### src/rtl/cmp_pkg.sv
// Shared definitions for the streaming comparator: relation encodings,
// stats FSM states and the width-independent relation evaluator.
package cmp_pkg;

  localparam int unsigned CMP_MODE_W = 3;
  // Operands are extended to this width before evaluation; WIDTH must not exceed it.
  localparam int unsigned CMP_MAX_W  = 64;

  localparam logic [CMP_MODE_W-1:0] CMP_EQ = 3'd0;
  localparam logic [CMP_MODE_W-1:0] CMP_NE = 3'd1;
  localparam logic [CMP_MODE_W-1:0] CMP_LT = 3'd2;
  localparam logic [CMP_MODE_W-1:0] CMP_LE = 3'd3;
  localparam logic [CMP_MODE_W-1:0] CMP_GT = 3'd4;
  localparam logic [CMP_MODE_W-1:0] CMP_GE = 3'd5;

  typedef enum logic {
    ST_EMPTY,
    ST_TRACKING
  } stats_state_t;

  // Operands must already be sign-extended (signed_en=1) or zero-extended.
  function automatic logic cmp_eval(input logic [CMP_MAX_W-1:0] a,
                                    input logic [CMP_MAX_W-1:0] b,
                                    input logic [CMP_MODE_W-1:0] mode,
                                    input logic signed_en);
    logic lt;
    logic eq;
    eq = (a == b);
    lt = signed_en ? ($signed(a) < $signed(b)) : (a < b);
    case (mode)
      CMP_EQ:  cmp_eval = eq;
      CMP_NE:  cmp_eval = !eq;
      CMP_LT:  cmp_eval = lt;
      CMP_LE:  cmp_eval = lt || eq;
      CMP_GT:  cmp_eval = !(lt || eq);
      CMP_GE:  cmp_eval = !lt;
      default: cmp_eval = 1'b0;
    endcase
  endfunction

endpackage

### src/rtl/cmp_core.sv
// Combinational WIDTH-bit relation evaluator, signed or unsigned.
module cmp_core
  import cmp_pkg::*;
#(
  parameter int unsigned WIDTH = 8
) (
  input  logic [WIDTH-1:0]      a,
  input  logic [WIDTH-1:0]      b,
  input  logic [CMP_MODE_W-1:0] mode,
  input  logic                  signed_en,
  output logic                  result
);

  logic signed [WIDTH-1:0] a_s;
  logic signed [WIDTH-1:0] b_s;
  logic [CMP_MAX_W-1:0]    a_sx;
  logic [CMP_MAX_W-1:0]    b_sx;
  logic [CMP_MAX_W-1:0]    a_zx;
  logic [CMP_MAX_W-1:0]    b_zx;
  logic [CMP_MAX_W-1:0]    ax;
  logic [CMP_MAX_W-1:0]    bx;

  assign a_s  = a;
  assign b_s  = b;
  assign a_sx = CMP_MAX_W'(a_s);
  assign b_sx = CMP_MAX_W'(b_s);
  assign a_zx = CMP_MAX_W'(a);
  assign b_zx = CMP_MAX_W'(b);

  always_comb begin
    ax     = signed_en ? a_sx : a_zx;
    bx     = signed_en ? b_sx : b_zx;
    result = cmp_eval(ax, bx, mode, signed_en);
  end

endmodule

### src/rtl/cmp_stream_unit.sv
// Pipelined valid/ready comparator with legacy mask output and per-segment
// min/max/true-count statistics.
module cmp_stream_unit
  import cmp_pkg::*;
#(
  parameter int unsigned WIDTH = 8,
  parameter int unsigned CNT_W = 8
) (
  input  logic                  clk,
  input  logic                  reset,
  input  logic                  in_valid,
  output logic                  in_ready,
  input  logic [WIDTH-1:0]      a,
  input  logic [WIDTH-1:0]      b,
  input  logic [CMP_MODE_W-1:0] mode,
  input  logic                  signed_en,
  input  logic                  clear,
  output logic                  out_valid,
  input  logic                  out_ready,
  output logic                  result,
  output logic [WIDTH-1:0]      mask,
  output logic [WIDTH-1:0]      max_a,
  output logic [WIDTH-1:0]      min_a,
  output logic                  stats_valid,
  output logic [CNT_W-1:0]      true_count
);

  logic             accept;
  logic             rel;
  logic             a_gt_max;
  logic             a_lt_min;
  stats_state_t     state_q, state_n;
  logic [WIDTH-1:0] max_q, max_n;
  logic [WIDTH-1:0] min_q, min_n;
  logic [CNT_W-1:0] cnt_q, cnt_n;

  assign in_ready = !out_valid || out_ready;
  assign accept   = in_valid && in_ready;

  cmp_core #(.WIDTH(WIDTH)) u_rel (
    .a        (a),
    .b        (b),
    .mode     (mode),
    .signed_en(signed_en),
    .result   (rel)
  );

  // Extremes are compared with the incoming pair's own signedness.
  cmp_core #(.WIDTH(WIDTH)) u_max (
    .a        (a),
    .b        (max_q),
    .mode     (CMP_GT),
    .signed_en(signed_en),
    .result   (a_gt_max)
  );

  cmp_core #(.WIDTH(WIDTH)) u_min (
    .a        (a),
    .b        (min_q),
    .mode     (CMP_LT),
    .signed_en(signed_en),
    .result   (a_lt_min)
  );

  always_ff @(posedge clk) begin
    if (reset) begin
      out_valid <= 1'b0;
      result    <= 1'b0;
    end else if (accept) begin
      out_valid <= 1'b1;
      result    <= rel;
    end else if (out_ready) begin
      out_valid <= 1'b0;
    end
  end

  assign mask = {WIDTH{result}};

  always_ff @(posedge clk) begin
    if (reset) begin
      state_q <= ST_EMPTY;
      max_q   <= '0;
      min_q   <= '0;
      cnt_q   <= '0;
    end else begin
      state_q <= state_n;
      max_q   <= max_n;
      min_q   <= min_n;
      cnt_q   <= cnt_n;
    end
  end

  // A clear coinciding with an accept restarts the segment with that pair.
  always_comb begin
    state_n = state_q;
    max_n   = max_q;
    min_n   = min_q;
    cnt_n   = cnt_q;
    if (accept) begin
      state_n = ST_TRACKING;
      if (state_q == ST_EMPTY || clear) begin
        max_n = a;
        min_n = a;
        cnt_n = CNT_W'(rel);
      end else begin
        if (a_gt_max) max_n = a;
        if (a_lt_min) min_n = a;
        if (cnt_q != '1) cnt_n = cnt_q + CNT_W'(rel);
      end
    end else if (clear) begin
      state_n = ST_EMPTY;
      max_n   = '0;
      min_n   = '0;
      cnt_n   = '0;
    end
  end

  assign stats_valid = (state_q == ST_TRACKING);
  assign max_a       = max_q;
  assign min_a       = min_q;
  assign true_count  = cnt_q;

endmodule

### config.mk
export PLATFORM = sky130hd
export DESIGN_NAME = cmp_stream_unit
export DESIGN_NICKNAME = d
export VERILOG_FILES = /design/src/rtl/cmp_pkg.sv /design/src/rtl/cmp_core.sv /design/src/rtl/cmp_stream_unit.sv
export SDC_FILE = /design/constraint.sdc
export NUM_CORES = 1
export LEC_CHECK = 0
export BUFFER_PORTS_ARGS = -buffer_cell sky130_fd_sc_hd__buf_2
export CORE_MARGIN = 2
export CORE_UTILIZATION = 46
export DETAILED_ROUTE_END_ITERATION = 12
export PLACE_DENSITY = 0.75
export SYNTH_ARGS = -nofsm -noshare
export SYNTH_HDL_FRONTEND = slang
export SYNTH_SLANG_ARGS = --single-unit
### constraint.sdc
create_clock -name clk -period 3 [get_ports clk]
set_clock_uncertainty 0.1 [all_clocks]
set_input_delay 0.6 -clock clk [delete_from_list [all_inputs] [get_ports clk]]
set_output_delay 0.6 -clock clk [all_outputs]
set_load 0.005 [all_outputs]
### Yosys cells after proc, flatten, opt, wreduce, memory -nomap -nowiden

Index checks and enable logic that the tools add are counted.

* register bits after elaboration: 27
* latch bits: 0
* RAM bits: 0
* ROM bits: 0
* bits of input ports: 25
* memories kept: 0

* add/sub/neg operators: 1
* multipliers: 0
* div/mod/pow operators: 0
* $lt $le $gt $ge: 6
* equal/unequal tests: 11
* shift operators: 0
* mux-type cells: 22
* bitwise logic cells: 1
* reductions and logical operators: 15

Operators by type and width (number)
* < comparator 64 bit: 6
* 2-to-1 mux 64 bit: 4
* equality test 64 bit: 2
* 2-to-1 mux 8 bit: 10
* adder 8 x 1 -> 8 bit: 1
* != test 8 bit (second input constant): 1
* 2-to-1 mux 1 bit: 7
* equality test 3 x 2 -> 1 bit (second input constant): 2
* equality test 3 bit (second input constant): 2
* != test 3 x 1 -> 1 bit (second input constant): 2
* one-hot mux 1 bit (6 select lines): 1
* AND reduction 2 bit: 3
* logical NOT 1 bit: 4
* logical OR 1 bit: 4
* nonzero test 2 bit: 2
* equality test 3 x 1 -> 1 bit (second input constant): 1
* logical NOT 3 bit: 1
* != test 3 bit (second input constant): 1
* logical AND 1 bit: 1
* NOT 1 bit: 1

### Depth between registers and ports, before layout

* depth in word-level cells: 10
* depth in mapped cells: 16
* mapped depth without buffers: 15

### Cells and area by module

Synthesis repeated with hierarchy kept, for this count alone.

* cell total of the unflattened synthesis: 281
* area, all modules: 2218.4 µm²

Modules (own cells, without submodules)
* cmp_stream_unit: instances 1, cells an instance 158, area each 1332.5 µm², sequential area each 540.5 µm²
* cmp_core: instances 3, cells an instance 41, area each 295.3 µm², sequential area each 0.0 µm²

### Worst setup path before layout

Ideal clock, no wire load.

* path type: input-to-reg
* from: input signed_en
* to: register cnt_q[4] (netlist: true_count[4])
* setup time: 0.114 ns
* data arrival time: 2.753 ns
* required time: 2.786 ns
* setup slack: 0.032 ns
* stages: 15
* buffers on the path: 1
* cells stage by stage: buf_6 > and2_1 > ha_1 > nand3_1 > nor3_1 > a21oi_1 > nor2b_1 > a31oi_1 > nand2_1 > ha_1 > ha_1 > nand2_1 > or3b_1 > xor2_1 > nor2_1

* longest elaborated chain between the ends: 10
* elaborated cells on any way between the ends: 15
* classes of those cells: add/sub (1); order compare (2); eq/ne (1); mux (7); reduce/logical (4)

RTL lines
* start, declared: RTL line cmp_stream_unit.sv:16 `input logic signed_en,`
* 2-to-1 mux 64 bit, on equally long branches: RTL line cmp_core.sv:31, cmp_core.sv:32
* < comparator 64 bit: RTL line cmp_pkg.sv:29 `lt = signed_en ? ($signed(a) < $signed(b)) : (a < b);`
* 2-to-1 mux 1 bit: RTL line cmp_pkg.sv:29
* logical OR 1 bit: RTL line cmp_pkg.sv:34, cmp_pkg.sv:35
* logical NOT 1 bit: RTL line cmp_pkg.sv:35 `CMP_GT: cmp_eval = !(lt || eq);`
* one-hot mux 1 bit (6 select lines) *: RTL line cmp_pkg.sv:30 `case (mode)`
* via rel: RTL line cmp_stream_unit.sv:29 `logic rel;`
* adder 8 x 1 -> 8 bit *: RTL line cmp_stream_unit.sv:108 `if (cnt_q != '1) cnt_n = cnt_q + CNT_W'(rel);`
* 2-to-1 mux 8 bit *: RTL line cmp_stream_unit.sv:108
* 2-to-1 mux 8 bit *: RTL line cmp_stream_unit.sv:101 `if (state_q == ST_EMPTY || clear) begin`
* 2-to-1 mux 8 bit *: RTL line cmp_stream_unit.sv:99 `if (accept) begin`
* end signal, assigned: RTL line cmp_stream_unit.sv:89 `cnt_q <= cnt_n;`
* end, declared: RTL line cmp_stream_unit.sv:35 `logic [CNT_W-1:0] cnt_q, cnt_n;`

The timed path passes the listed nets; every way through them passes the cells marked *. The select of a mux whose other input is x is not followed.
A chain may end at the register's enable or synchronous reset.

### Final worst setup path

* from: input a[7]
* to: register cnt_q[4] (netlist: true_count[4])

* longest elaborated chain between the ends: 10
* elaborated cells on any way between the ends: 14
* classes of those cells: add/sub (1); order compare (2); eq/ne (1); mux (6); reduce/logical (4)

RTL lines
* start, declared: RTL line cmp_stream_unit.sv:13 `input logic [WIDTH-1:0] a,`
* 2-to-1 mux 64 bit *: RTL line cmp_core.sv:31 `ax = signed_en ? a_sx : a_zx;`
* < comparator 64 bit: RTL line cmp_pkg.sv:29
* 2-to-1 mux 1 bit: RTL line cmp_pkg.sv:29
* logical OR 1 bit: RTL line cmp_pkg.sv:34, cmp_pkg.sv:35
* logical NOT 1 bit: RTL line cmp_pkg.sv:35
* one-hot mux 1 bit (6 select lines) *: RTL line cmp_pkg.sv:30
* via rel: RTL line cmp_stream_unit.sv:29
* adder 8 x 1 -> 8 bit *: RTL line cmp_stream_unit.sv:108
* 2-to-1 mux 8 bit *: RTL line cmp_stream_unit.sv:108
* 2-to-1 mux 8 bit *: RTL line cmp_stream_unit.sv:101
* 2-to-1 mux 8 bit *: RTL line cmp_stream_unit.sv:99

Marks and branches as above.

==> impl_summary.txt <==
----------------------------------------------------
[Die]
  Std cell rows ... 24
  Top Ports ... 61
  Starting density of the core ... 47.3%
  Die width ... 70.5 um
  Die Area ... 4960 sq um
  Area of the placeable core ... 4290 sq um
  Die H ... 70.5 um

[Clocking]
  Clock tree from TritonCTS ... built
  CTS HTree Levels ... 1
  CTS buffer count ... 3
  Latest clock arrival within the worst-skew pair ... 0.29 ns
  Clock slew at the register clock pins of the worst setup and hold paths ... 0.10 ns
  Clock root buffer ... sky130_fd_sc_hd__clkbuf_8
  Number of clock sinks seen by CTS ... 27
  Maximum root-to-sink buffer count ... 2

[Detailed routing]
  Detailed-route wire length per cell ... 12.9 um
  Total via count after detailed routing ... 1879
  DRT Wirelength ... 4600 um
  Antenna viol nets, final ... 0
  Number of DRC markers after the initial detailed-route iteration ... 68
  1st-pass router iterations ... 4
  Post-detailed-route DRC marker count ... 0
  Avg Vias per Cell ... 5.28

[Synthesis]
  Top area cells in the synthesized netlist ... sky130_fd_sc_hd__dfxtp_1 (27%), sky130_fd_sc_hd__ha_1 (17%), sky130_fd_sc_hd__inv_1 (4.6%)
  Number of distinct library cells after synthesis ... 49
  Post-synth EDFFs ... 0
  Post-synthesis cell area ... 2030 sq um
  Post-synthesis async set-or-reset flop share ... 0%
  Share of the yosys chip area belonging to registers ... 26.6%
  Largest family of logic cells by synthesized area ... simple AND/OR/NAND/NOR gates
  Primary FF master, synth ... sky130_fd_sc_hd__dfxtp_1
  Synth Register Bits ... 27
  Adder and majority gate portion of the synthesized area ... 17.2%
  Synth Area in XOR/XNOR ... 2.59%
  Complex-gate fraction of the synthesized area ... 20.1%
  Mapped Cells ... 237
  Avg Inst Size Synth ... 8.57 sq um
  Nets in the synthesized netlist ... 290
  Library cell with the largest summed area after synthesis ... sky130_fd_sc_hd__dfxtp_1
  Basic-gate share of the synthesized area counting and, or, nand and nor cells ... 22.4%
  Area fraction of the dominant cell type after synthesis ... 26.6%
  Count of yosys warnings during synthesis ... 0
  Proportion of synthesized area in mux cells ... 1.11%

[Worst setup path]
  Highest fanout seen on the critical path ... 3
  Worst path slowest cell ... sky130_fd_sc_hd__or3b_1
  CP Cell Sequence ... buf_2 > and2_1 > ha_1 > nand3_1 > nor3_2 > xnor2_1 > nor3_1 > a21oi_1 > nand2_1 > ha_1 > ha_1 > nand2_1 > or3b_1 > xor2_1 > nor2_1
  Startpoint class of the critical path ... input port
  Worst Setup End Kind ... flop
  Setup CP Type ... input port to flop
  CP dominant cell by count ... sky130_fd_sc_hd__ha_1
  Biggest cell delay along the critical path ... 0.37 ns
  Required time at the endpoint of the critical path ... 3.13 ns
  Arr. time, crit path ... 2.89 ns

[Power and ir drop]
  Power density normalized to cell area ... 350 nW/um^2
  Peak supply drop ... 197 uV
  Leakage power figure ... 1.16 nW

[Placed design]
  Weighted congestion at the end of routability-driven global placement ... 0.879
  # port buffers ... 60
  HPWL after DPL ... 3810 um

[Global route]
  Congestion Overflow GR ... 0
  Wire length of the first global-routing pass ... 7810 um
  Largest net degree at the start of global routing ... 20
  Initial antenna violation count ... 0
  Total global-route track usage ... 19.4%
  Via count of the first global-routing pass ... 1794

[Hold path]
  Type of the worst min-delay path ... flop to flop

[Cells and area]
  Final Net Count ... 358
  Count of antenna diodes in the layout ... 0
  Finished Core Util ... 57.6%
  Area Growth Syn to Fin ... 21.7%
  Proportion of layout cells with a drive suffix above 1 ... 31.3%

[STA]
  Worst rel slew slack ... 68.4%
  Highest clock rate ... 363 MHz
  Time the worst path needs with I/O delays and setup ... 2.75 ns
  RSZ-0062 raised after global routing ... no
  Slew Viols, Final ... 0
  Final hold violation count ... 0
  Accumulated negative setup slack ... 0 ns
  Share of the clock period used by the worst path ... 91.8%
  Worst Max-Slew Pin Slew ... 0.474 ns
  Number of failing setup endpoints in the final timing report ... 0

[Run status]
  Result of the run ... completed

[Job]
  # Max-Cap Violations ... 0

----------------------------------------------------
-- where the power goes --
part	switching [mW]	internal (mW)
registers	0.0167	0.377
clock network	0.121	0.0957
logic	0.131	0.124
-- critical path: cells and delay by family --
family	cells	cell delay, ns
compound gates	1	0.08
fa+ha+maj	3	0.63
xor+xnor	2	0.24
buf+inv	1	0.11
simple gates	8	1.22
-- cell families (layout without fill, tap and decap cells) --
group,count (synthesis),after routing
DFF,27,27
and+or+nand+nor,83,83
xor gates and xnor gates,6,6
adders and majority gates,28,28
buffers and inverters,39,106
AOI/OAI and AO/OA,52,52
muxes,2,2
-- layout make-up --
class / count / area, sq um
Tap cell: 52 / 65.1
Multi-Input combinational cell: 171 / 1300
Sequential cell: 27 / 541
Fill cell: 412 / 1820
Timing Repair Buffer: 77 / 428
Inverter: 25 / 93.8
Clock buffer: 4 / 45.0
-- routing by layer --
layer  part of all wire (%)  up-vias  GRT usage, %
met5                      0        -             0
li1                       -      969             -
met2                     48       43          32.4
met4                    1.6        0          7.48
met1                     46      862          25.6
met3                    4.4        5          2.02
-- Yosys cell counts, types with 3 or more instances --
cell type and number:
sky130_fd_sc_hd__nor2_1 21, sky130_fd_sc_hd__a211oi_1 3, sky130_fd_sc_hd__xor2_1 3, sky130_fd_sc_hd__inv_1 25, sky130_fd_sc_hd__nand4_1 3, sky130_fd_sc_hd__buf_6 3
sky130_fd_sc_hd__nand3_1 3, sky130_fd_sc_hd__nand2_1 21, sky130_fd_sc_hd__xnor2_1 3, sky130_fd_sc_hd__ha_1 28, sky130_fd_sc_hd__o21ai_0 4, sky130_fd_sc_hd__a21o_1 4
sky130_fd_sc_hd__a22o_1 8, sky130_fd_sc_hd__nand2b_1 4, sky130_fd_sc_hd__a21oi_1 16, sky130_fd_sc_hd__dfxtp_1 27, sky130_fd_sc_hd__nand3b_1 7, sky130_fd_sc_hd__nor2b_1 3
sky130_fd_sc_hd__buf_4 9, sky130_fd_sc_hd__nor3_1 6
-- metrics by stage --
stage	hold slack (ns)	setup WS [ns]	cells	area (sq um)	total power [mW]
2_1_floorplan	0.361	0.0324	237	2030	0.568
3_3_place_gp	0.353	-0.110	352	2420	0.646
3_5_place_dp	0.358	-0.170	352	2420	0.656
4_1_cts	0.371	0.134	356	2460	0.867
5_1_grt	0.380	0.00624	356	2470	0.911
6_report	0.371	0.246	356	2470	0.865
-- worst paths after layout --
kind | slack [ns] | startpoint | depth (start not counted) | to
worst min-delay path | 0.37 | max_a[4]$_SDFFE_PP0P_ | 2 | max_a[4]$_SDFFE_PP0P_
worst max register to register | 0.82 | min_a[4]$_SDFFE_PP0P_ | 7 | min_a[3]$_SDFFE_PP0P_
worst min register to register | 0.37 | max_a[4]$_SDFFE_PP0P_ | 2 | max_a[4]$_SDFFE_PP0P_
worst max-delay path | 0.25 | a[7] | 15 | true_count[4]$_SDFFE_PP0P_
-- cells in the final DEF (no fill, tap or decap), types with 2 or more instances in the layout --
| master | instances |
|---|---|
| sky130_fd_sc_hd__and2_1 | 2 |
| sky130_fd_sc_hd__a21o_1 | 4 |
| sky130_fd_sc_hd__a21oi_1 | 16 |
| sky130_fd_sc_hd__o21ai_0 | 4 |
| sky130_fd_sc_hd__buf_2 | 60 |
| sky130_fd_sc_hd__a22o_1 | 8 |
| sky130_fd_sc_hd__a31oi_1 | 2 |
| sky130_fd_sc_hd__buf_4 | 17 |
| sky130_fd_sc_hd__nand3b_1 | 7 |
| sky130_fd_sc_hd__dfxtp_1 | 27 |
| sky130_fd_sc_hd__nand2_1 | 21 |
| sky130_fd_sc_hd__inv_1 | 25 |
| sky130_fd_sc_hd__xnor2_1 | 3 |
| sky130_fd_sc_hd__or3b_1 | 2 |
| sky130_fd_sc_hd__nand4_1 | 3 |
| sky130_fd_sc_hd__xor2_1 | 3 |
| sky130_fd_sc_hd__nand3_1 | 3 |
| sky130_fd_sc_hd__nor2b_1 | 3 |
| sky130_fd_sc_hd__nor2_1 | 21 |
| sky130_fd_sc_hd__clkbuf_8 | 3 |
| sky130_fd_sc_hd__nor3_1 | 5 |
| sky130_fd_sc_hd__nand2b_1 | 4 |
| sky130_fd_sc_hd__o2111ai_1 | 2 |
| sky130_fd_sc_hd__ha_1 | 28 |
| sky130_fd_sc_hd__mux2_2 | 2 |
| sky130_fd_sc_hd__a211oi_1 | 3 |
-- flip-flops by register name, summed over array words and instances, names as in the netlist --
signal       flops
out_valid        1
max_a            8
min_a            8
stats_valid      1
true_count       8
result           1
-- repair_timing --
action                     CTS  global route
setup endpoints to repair    0             3
resized for setup            0             2
hold buffers                 0             0
setup buffers                0             0
Power figures use the tool's default switching activity.
